<file path="config.mk">
export PLATFORM = sky130hd
export DESIGN_NAME = c3aibadapt_txasync_lockqual
export DESIGN_NICKNAME = d
export VERILOG_FILES = /design/src/rtl/c3aibadapt_lockqual_pkg.sv /design/src/rtl/c3lib_bitsync.sv /design/src/rtl/c3aibadapt_txasync_lockqual.sv
export SDC_FILE = /design/constraint.sdc
export NUM_CORES = 1
export LEC_CHECK = 0
export ABC_AREA = 1
export BUFFER_PORTS_ARGS = -buffer_cell sky130_fd_sc_hd__clkbuf_2
export CAP_MARGIN = 20
export CORE_ASPECT_RATIO = 0.9
export CORE_MARGIN = 2
export CORE_UTILIZATION = 55
export CTS_BUF_LIST = sky130_fd_sc_hd__clkbuf_2
export DETAILED_ROUTE_END_ITERATION = 16
export PLACE_DENSITY_LB_ADDON = 0.25
export SYNTH_ARGS = -nofsm -noshare
export SYNTH_HDL_FRONTEND = slang
export SYNTH_SLANG_ARGS = --single-unit
</file>
<file path="constraint.sdc">
create_clock -name clk -period 1.9 [get_ports clk]
set_clock_uncertainty 0.1 [all_clocks]
set_input_delay 0.19 -clock clk [delete_from_list [all_inputs] [get_ports clk]]
set_output_delay 0.19 -clock clk [all_outputs]
set_load 0.005 [all_outputs]
</file>
<file path="src/rtl/c3aibadapt_lockqual_pkg.sv">
`default_nettype none
// ============================================================================
//  Module      : c3aibadapt_lockqual_pkg
//  Description : Shared definitions for the TX async PLL-lock qualifier.
//                Holds the lock FSM state encoding (also the debug value
//                driven on lock_state) and the default counter widths.
//  Revision    : 1.0  initial release
// ============================================================================
package c3aibadapt_lockqual_pkg;

    // Default widths of the qualification counter and loss-event counter
    localparam int LQ_QUAL_CNT_W_DEF = 10;
    localparam int LQ_LOSS_CNT_W_DEF = 8;

    // Lock FSM encoding; the raw value is exported for debug
    typedef enum logic [1:0] {
        LQ_UNLOCKED = 2'b00,
        LQ_QUALIFY  = 2'b01,
        LQ_LOCKED   = 2'b10
    } lq_state_e;

endpackage : c3aibadapt_lockqual_pkg
`default_nettype wire

</file>
<file path="src/rtl/c3lib_bitsync.sv">
`default_nettype none
// ============================================================================
//  Module      : c3lib_bitsync
//  Description : Common multi-flop bit synchronizer. Each bit of data_in is
//                passed through a SYNCSTAGE-deep flop chain clocked by clk.
//                Latency is SYNCSTAGE cycles. SYNCSTAGE must be 2 or more.
//  Ports       : clk      - destination clock
//                rst_n    - asynchronous active-low reset
//                data_in  - asynchronous input bits
//                data_out - synchronized bits
//  Revision    : 1.0  initial release
// ============================================================================
module c3lib_bitsync #(
    parameter int   DWIDTH    = 1,
    parameter int   SYNCSTAGE = 2,
    parameter logic RESET_VAL = 1'b0
) (
    input  logic              clk,
    input  logic              rst_n,
    input  logic [DWIDTH-1:0] data_in,
    output logic [DWIDTH-1:0] data_out
);

    // Stage 0 is the metastability-capture flop; the last stage is the output
    logic [SYNCSTAGE-1:0][DWIDTH-1:0] r_sync;

    always_ff @(posedge clk or negedge rst_n) begin
        if (!rst_n) begin
            r_sync <= {SYNCSTAGE{ {DWIDTH{RESET_VAL}} }};
        end else begin
            r_sync <= {r_sync[SYNCSTAGE-2:0], data_in};
        end
    end

    assign data_out = r_sync[SYNCSTAGE-1];

endmodule : c3lib_bitsync
`default_nettype wire

</file>
<file path="src/rtl/c3aibadapt_txasync_lockqual.sv">
`default_nettype none
// ============================================================================
//  Module      : c3aibadapt_txasync_lockqual
//  Description : Synchronizes the raw PCS PLL lock into the config clock,
//                qualifies it with a programmable stable-high filter and
//                drives the qualified lock toward the AIB direct-async path.
//                Falling edges of the qualified lock are recorded in a sticky
//                flag and a saturating event counter for CSR readback.
//  Ports       : clk                  - config/status clock
//                rst_n                - asynchronous active-low reset
//                pld_pma_fpll_lc_lock - raw asynchronous PLL lock
//                r_lock_qual_en       - 1 = qualify, 0 = bypass (static)
//                r_lock_qual_cnt      - qualification length N (static)
//                lock_loss_clr        - pulse, clears sticky flag and counter
//                lock_qual            - qualified lock (registered)
//                lock_loss_sticky     - set on any lock_qual falling edge
//                lock_loss_cnt        - saturating count of falling edges
//                lock_state           - FSM state for debug
//  Revision    : 1.0  initial release
// ============================================================================
module c3aibadapt_txasync_lockqual
    import c3aibadapt_lockqual_pkg::*;
#(
    parameter int SYNC_STAGES = 2,
    parameter int QUAL_CNT_W  = LQ_QUAL_CNT_W_DEF,
    parameter int LOSS_CNT_W  = LQ_LOSS_CNT_W_DEF
) (
    input  logic                  clk,
    input  logic                  rst_n,
    input  logic                  pld_pma_fpll_lc_lock,
    input  logic                  r_lock_qual_en,
    input  logic [QUAL_CNT_W-1:0] r_lock_qual_cnt,
    input  logic                  lock_loss_clr,
    output logic                  lock_qual,
    output logic                  lock_loss_sticky,
    output logic [LOSS_CNT_W-1:0] lock_loss_cnt,
    output logic [1:0]            lock_state
);

    localparam logic [QUAL_CNT_W-1:0] C_QUAL_ONE = QUAL_CNT_W'(1);
    localparam logic [LOSS_CNT_W-1:0] C_LOSS_ONE = LOSS_CNT_W'(1);

    logic                  w_lock_sync;
    lq_state_e             r_state;
    lq_state_e             w_state_nxt;
    logic [QUAL_CNT_W-1:0] r_qual_cnt;
    logic [QUAL_CNT_W-1:0] w_qual_cnt_nxt;
    logic                  r_lock_qual;
    logic                  w_lock_qual_nxt;
    logic                  w_loss_evt;
    logic                  r_loss_sticky;
    logic [LOSS_CNT_W-1:0] r_loss_cnt;

    // ------------------------------------------------------------------------
    // Synchronizer: the only logic that sees the raw asynchronous lock
    // ------------------------------------------------------------------------
    c3lib_bitsync #(
        .DWIDTH    (1),
        .SYNCSTAGE (SYNC_STAGES),
        .RESET_VAL (1'b0)
    ) u_lock_sync (
        .clk      (clk),
        .rst_n    (rst_n),
        .data_in  (pld_pma_fpll_lc_lock),
        .data_out (w_lock_sync)
    );

    // ------------------------------------------------------------------------
    // Lock FSM next-state and qualification counter
    // ------------------------------------------------------------------------
    always_comb begin
        w_state_nxt    = r_state;
        w_qual_cnt_nxt = r_qual_cnt;

        if (!r_lock_qual_en) begin
            // Bypass: lock_qual simply follows lock_sync one cycle later
            w_state_nxt    = w_lock_sync ? LQ_LOCKED : LQ_UNLOCKED;
            w_qual_cnt_nxt = '0;
        end else begin
            case (r_state)
                LQ_UNLOCKED: begin
                    if (w_lock_sync) begin
                        w_state_nxt    = LQ_QUALIFY;
                        w_qual_cnt_nxt = C_QUAL_ONE;
                    end
                end
                LQ_QUALIFY: begin
                    if (!w_lock_sync) begin
                        w_state_nxt    = LQ_UNLOCKED;
                        w_qual_cnt_nxt = '0;
                    end else if (r_qual_cnt >= r_lock_qual_cnt) begin
                        // cnt starts at 1, so N=0 resolves exactly like N=1
                        w_state_nxt = LQ_LOCKED;
                    end else begin
                        // Only reached while cnt < N, so the counter never wraps
                        w_qual_cnt_nxt = r_qual_cnt + C_QUAL_ONE;
                    end
                end
                LQ_LOCKED: begin
                    // Deassertion is never filtered
                    if (!w_lock_sync) begin
                        w_state_nxt    = LQ_UNLOCKED;
                        w_qual_cnt_nxt = '0;
                    end
                end
                default: begin
                    w_state_nxt    = LQ_UNLOCKED;
                    w_qual_cnt_nxt = '0;
                end
            endcase
        end
    end

    always_ff @(posedge clk or negedge rst_n) begin
        if (!rst_n) begin
            r_state    <= LQ_UNLOCKED;
            r_qual_cnt <= '0;
        end else begin
            r_state    <= w_state_nxt;
            r_qual_cnt <= w_qual_cnt_nxt;
        end
    end

    // ------------------------------------------------------------------------
    // Qualified lock and loss tracking. lock_qual is registered from the FSM
    // next state so it is exactly (state == LOCKED) with no added latency;
    // a loss is seen in the same cycle as the drop.
    // ------------------------------------------------------------------------
    assign w_lock_qual_nxt = (w_state_nxt == LQ_LOCKED);
    assign w_loss_evt      = r_lock_qual & ~w_lock_qual_nxt;

    always_ff @(posedge clk or negedge rst_n) begin
        if (!rst_n) begin
            r_lock_qual   <= 1'b0;
            r_loss_sticky <= 1'b0;
            r_loss_cnt    <= '0;
        end else begin
            r_lock_qual <= w_lock_qual_nxt;

            // A loss coinciding with a clear wins over the clear
            if (w_loss_evt) begin
                r_loss_sticky <= 1'b1;
            end else if (lock_loss_clr) begin
                r_loss_sticky <= 1'b0;
            end

            if (w_loss_evt) begin
                if (lock_loss_clr) begin
                    r_loss_cnt <= C_LOSS_ONE;
                end else if (!(&r_loss_cnt)) begin
                    r_loss_cnt <= r_loss_cnt + C_LOSS_ONE;
                end
            end else if (lock_loss_clr) begin
                r_loss_cnt <= '0;
            end
        end
    end

    assign lock_qual        = r_lock_qual;
    assign lock_loss_sticky = r_loss_sticky;
    assign lock_loss_cnt    = r_loss_cnt;
    assign lock_state       = r_state;

endmodule : c3aibadapt_txasync_lockqual
`default_nettype wire
</file>
==> results of run 1 <==
-- cell families after synthesis --
group	after synthesis
AOI/OAI and AO/OA	28
xor gates and xnor gates	4
adders and majority gates	12
buffers and inverters	41
DFF	24
and+or+nand+nor	105
-- worst max-delay path: cells and delay by family (launching register included) --
kind | cells | cell delay (ns)
AOI/OAI and AO/OA | 2 | 0.21
DFF | 1 | 0.47
buffers and inverters | 1 | 0.16
adders and majority gates | 1 | 0.29
and+or+nand+nor | 7 | 0.63
-- flip-flops by register name, summed over array words and instances (netlist names) --
signal / cells
u_lock_sync.data_out: 1
lock_loss_sticky: 1
lock_state: 2
u_lock_sync.r_sync: 1
r_qual_cnt: 10
lock_qual: 1
lock_loss_cnt: 8
-- how the worst min path moves through the flow --
stage                     start                to  slack (ns)  cells after the start
after floorplan           rst_n  lock_loss_cnt[0]       -0.21                      0
after global placement    rst_n     r_qual_cnt[6]        0.14                      1
after detailed placement  rst_n     r_qual_cnt[6]        0.13                      1
after CTS                 rst_n     r_qual_cnt[4]        0.26                      2
after global routing      rst_n     r_qual_cnt[3]        0.27                      2
final                     rst_n     r_qual_cnt[5]        0.24                      2
-- placed cells by master (no fill, tap or decap), types with 3 or more instances in the layout --
master / Yosys / routed
ha_1: 12 / 8
nand4_1: 8 / 8
xor2_1: 3 / 3
a21oi_2: 2 / 5
nand2_4: 2 / 4
nor2_1: 11 / 8
buf_4: 0 / 20
dlygate4sd3_1: 0 / 4
nand3_1: 21 / 15
nor3_1: 3 / 3
inv_2: 6 / 8
clkbuf_2: 0 / 29
nand2_2: 4 / 9
nor2_2: 8 / 9
inv_1: 33 / 31
nor2_4: 1 / 3
nand2_1: 41 / 36
nand3_2: 2 / 8
o21ai_2: 5 / 5
ha_4: 0 / 3
a21oi_1: 9 / 6
dfrtp_1: 24 / 23
-- Yosys cell counts (all sizes together) --
| master | n |
|---|---|
| a21o | 1 |
| o21a | 1 |
| nand2 | 48 |
| a22oi | 2 |
| nand4 | 8 |
| ha | 12 |
| nor3 | 3 |
| nor2 | 20 |
| a31o | 1 |
| xor2 | 3 |
| nor3b | 1 |
| a31oi | 1 |
| inv | 39 |
| xnor2 | 1 |
| o21ai | 8 |
| a21oi | 12 |
| dfrtp | 24 |
| nand3 | 24 |
| o31ai | 1 |
| a21boi | 1 |
| buf | 2 |
| and3 | 1 |
-- per-layer routing --
layer  vias up  routed length (microns)
li1        811                        -
met1       748                     1890
met3         6                      222
met2        56                     1810
met4         0                       48
met5         -                        0
-- through the flow --
stage	instance area (sq um)	cells
3_3_place_gp	1900	285
6_report	2220	311
4_1_cts	1950	293
5_1_grt	2220	311
2_1_floorplan	1690	214
3_5_place_dp	1900	285
-- power breakdown --
group	internal, W	switching [W]	total (W)
registers	0.000529	0.0000227	0.000552
logic	0.0000967	0.000140	0.000237
clock network	0.0000457	0.000152	0.000198
-- what timing repair did --
item / CTS / global route
resized for setup: 0 / 27
endpoints found under the hold margin: 28 / 0
setup endpoints to repair: 0 / 19
hold buffers: 4 / 0
setup buffers: 0 / 15
-- layout make-up --
class / count / area, sq um / share of cell area, %
multi-input cells: 152 / 1080 / 48.7
clock buffers: 3 / 15.0 / 0.676
inverters: 39 / 146 / 6.59
well taps: 42 / 52.6 / 2.36
clock inverters: 1 / 3.75 / 0.169
flip-flops and latches: 24 / 602 / 27.1
repair buffers: 50 / 320 / 14.4
==> out/metrics.csv, run 1 <==
metric,value,unit
outcome,finished with violations,
violations,setup timing,
ys_types,35,
crit_path_top_delay_cell,dfrtp_1,
cts_sinks,24,
holdWs,0.244,ns
firstDrtPassIters,4,
grt_util_all_layers,20.8,%
yosys_register_bits,24,
rsz0062_at_grt,yes,
grt_util_met2,32.0,%
synth-simple-area-share,32.2,%
regToRegStartpoint,r_qual_cnt[9],
synthXorXnorAreaFrac,2.07,%
met1_usage,30.9,%
drv_cap,0,
grt_max_degree,25,
setup_ws,-0.0340,ns
finalSetupViolCount,3,
nNetsFinal,297,
fill_cells,242,
cts_tree,built,
min_period,1.93,ns
grt_pass1_vias,1290,
drive_gt1_share,40.9,%
worst_setup_path_start_kind,flop,
synth_area,1690,sq um
die_h,56.7,microns
antenna_left,0,
post-place-ws,0.0412,ns
regToRegEndpoint,r_qual_cnt[0],
yosysTopAreaCellShare,35.5,%
vias,1621,
drc,0,
synthMuxAreaShare,0,%
endpoint_kind,flop,
finalHoldViolations,0,
slew_violations,0,
p_per_area,444,nW/um^2
synth_top_area_cell,dfrtp_1,
critical_path_class,reg2reg,
slew_headroom,59.4,%
r2r_slack,-0.03,ns
dpl.hpwl,2510,microns
synthTopCellsByArea,"dfrtp_1 (35%), nand2_1 (9.1%), ha_1 (8.9%)",
clockBufferDepth,2,
timing.final.crit_share,102,%
critPathLaunch,r_qual_cnt[9],
clkLatencyLatePin,0.34,ns
worst_pin_slew,0.609,ns
antennaDiodeCount,0,
cp_max_fo,6,
top_usage_layer,met2,
drt-initial-drc-count,130,
syn_inst,214,
synth_top_family_by_area,simple AND/OR/NAND/NOR gates,
clock-root-buffer,clkbuf_2,
synthAdderAreaFrac,8.86,%
timing.fmax,0.517,GHz
rows,19,
die_area,3540,sq um
clk_pin_slew,0.22,ns
grtUsageMet3,3.61,%
syn_avg_cell_area,7.92,sq um
synth_warnings,0,
drt_wl_total,3970,microns
wl_per_cell,12.8,microns
grt_pass1_wl,5780,microns
viasPerCell,5.21,
seq_area_frac_synth,35.5,%
initial_core_util,56.6,%
htreeDepth,1,
hold_class,in2async,
pin_count,27,
core_area,3000,sq um
tns,-0.0603,ns
antenna_found_initial,0,
worstPathRequired,2.07,ns
power,0.000987,W
port_buffers,26,
crit_chain,ha_4 -> nand2_2 -> a21oi_1 -> nor2_2 -> nand3_2 -> nand2_2 -> nand2_4 -> buf_4 -> nand2_4 -> nand2_1 -> o21ai_2,
die_w,62.5,microns
arrival,2.10,ns
p_leak,1.12,nW
reg2regPathDepth,11,
synth-compound-area-share,11.7,%
utilization,74.2,%
syn2layout_area_growth,31.2,%
gp_congestion,0.867,
crit_end,r_qual_cnt[0],
grt-ovfl-total,0,
max_stage_delay,0.47,ns
synthesis.nets,241,
peakVddDrop,0.398,mV
cts_buffers,3,
Power figures use the tool's default switching activity.
==> run 2: changes to the inputs <==
Settings changed: CORE_UTILIZATION 55 to 56, CTS_BUF_LIST sky130_fd_sc_hd__clkbuf_2 to default.
==> out/metrics.csv, run 2 (same netlist as run 1, synthesis figures left out) <==
metric,value,unit
cts_tree,built,
endpoint_kind,flop,
holdWs,0.0312,ns
slew_headroom,59.1,%
outcome,finished with violations,
final_common_cell,nand2_1,
violations,setup timing,
cts_sinks,24,
multi_input_area,1070,sq um
worstPathRequired,2.07,ns
top_register,r_qual_cnt,
initial_core_util,60.2,%
htreeDepth,1,
critPathLaunch,r_qual_cnt[7],
place_inst,284,
grt-ovfl-total,0,
timing.final.crit_share,100,%
seq_area,602,sq um
dpl.hpwl,2600,microns
crit_chain,ha_1 -> nand2_1 -> nor2_2 -> nand3_2 -> nand3_2 -> nand2_2 -> nand2_2 -> nand2_4 -> nand3_4 -> nand3_2 -> nand2_1,
core_area,2820,sq um
clkLatencyLatePin,0.32,ns
pin_count,27,
clk_pin_slew,0.14,ns
slew_violations,0,
reg2regPathDepth,11,
worst_setup_path_start_kind,flop,
die_w,62.0,microns
rows,18,
peakVddDrop,0.636,mV
p_leak,1.07,nW
regToRegStartpoint,r_qual_cnt[7],
final_cells,297,
drv_cap,0,
cpMostUsedCell,nand3_2,
grt_max_degree,25,
vias,1510,
antenna_left,0,
drive_gt1_share,40.9,%
drt_wl_total,3760,microns
critPathTopFamily,simple AND/OR/NAND/NOR gates,
largest_reg_flops,10,
cts_buffers,3,
max_stage_delay,0.43,ns
viasPerCell,5.08,
grt_pass1_wl,5930,microns
antenna_found_initial,0,
finalSetupViolCount,1,
grt_util_all_layers,21.9,%
finalHoldViolations,0,
post-place-ws,-0.00236,ns
clockBufferDepth,2,
nNetsFinal,285,
p_sw,0.000309,W
min_period,1.91,ns
final_cell_mix,"nand2_1 (35), inv_1 (30), clkbuf_2 (26), dfrtp_1 (23), buf_4 (13)",
hold_start,r_lock_qual_en,
clock-root-buffer,clkbuf_4,
drc,0,
port_buffers,26,
power,0.00114,W
clock_power_share,32.5,%
antennaDiodeCount,0,
gp_congestion,0.803,
timing.fmax,0.524,GHz
drt-initial-drc-count,123,
rsz0062_at_grt,yes,
p_per_area,526,nW/um^2
crit_path_top_delay_cell,dfrtp_1,
setup_ws,-0.00788,ns
wl_per_cell,12.7,microns
worst_pin_slew,0.614,ns
hold_class,in2reg,
firstDrtPassIters,4,
internal_power,0.000830,W
power_frac_seq,48.4,%
die_area,3480,sq um
fill_cells,202,
worst-path-buf-inv,0,
hold_depth,3,
path_depth,11,
syn2layout_area_growth,27.8,%
swShare,27.1,%
cp_max_fo,8,
die_h,56.2,microns
critical_path_class,reg2reg,
arrival,2.08,ns
combPwrFrac,19.1,%
grt_pass1_vias,1402,
## run 2: cell types whose count changed in the layout (fill, tap and decap cells not counted), moves of 3 or more
cell	before	now
a21oi_2	5	2
buf_4	20	13
clkbuf_2	29	26
a21oi_1	6	9
nand3_2	8	11
clkbuf_4	0	3
nand3_1	15	12
## run 2: layout make-up
cell class                 count  area share, %
timing repair buffer          41           11.4
sequential                    24           27.8
multi-input combinational    149           49.2
clock inverter                 1           1.39
inverter                      39           6.76
clock buffer                   3           1.04
tap                           40           2.31
## run 2: path summary, 6_finish.rpt
check / endpoint / slack (ns)
worst max register to register: lock_loss_cnt[5] / -0.008
worst max-delay path: lock_loss_cnt[5] / -0.008
max in group asynchronous: r_qual_cnt[1] / 0.97
min in group asynchronous: r_qual_cnt[5] / 0.30
worst min register to register: u_lock_sync.data_out / 0.27
worst min-delay path: r_qual_cnt[8] / 0.03
## run 2: per-stage QoR
step / setup TNS, ns / instance area (sq um) / utilization (%)
after CTS: 0 / 2000 / 70.9
final: -0.00788 / 2160 / 76.9
after detailed placement: -0.00236 / 1900 / 67.5
after floorplan: 0 / 1690 / -
after global routing: -1.18 / 2160 / 76.9
after global placement: 0 / 1900 / 67.5
## run 2: power by group through the flow
stage	Combinational (W)	Sequential, W	Clock [W]
after floorplan	0.000113	0.000559	0
after global placement	0.000175	0.000559	0
after detailed placement	0.000178	0.000559	0
after CTS	0.000187	0.000549	0.000375
after global routing	0.000242	0.000554	0.000393
final	0.000217	0.000552	0.000371
## run 2: per-layer routing
metal / global-route usage [%] / share of wire [%]
met5: 0 / 0
met1: 32.6 / 48
met4: 3.95 / 1.6
met3: 5.35 / 5.2
met2: 32.3 / 45
## run 2: timing repair
item | 4_1_cts | 5_1_grt
setup endpoints to repair | 8 | 19
setup buffers | 3 | 4
hold endpoints to repair | 25 | 0
gates resized for setup | 0 | 29
hold buffers | 2 | 0
pin swaps | 1 | 10
## run 2: worst reg2reg max path, stage by stage, from the launching register on
cell and delay (ns):
dfrtp_1 0.43, ha_1 0.30, nand2_1 0.06, nor2_2 0.16, nand3_2 0.10, nand3_2 0.10
nand2_2 0.08, nand2_2 0.09, nand2_4 0.08, nand3_4 0.16, nand3_2 0.11, nand2_1 0.10
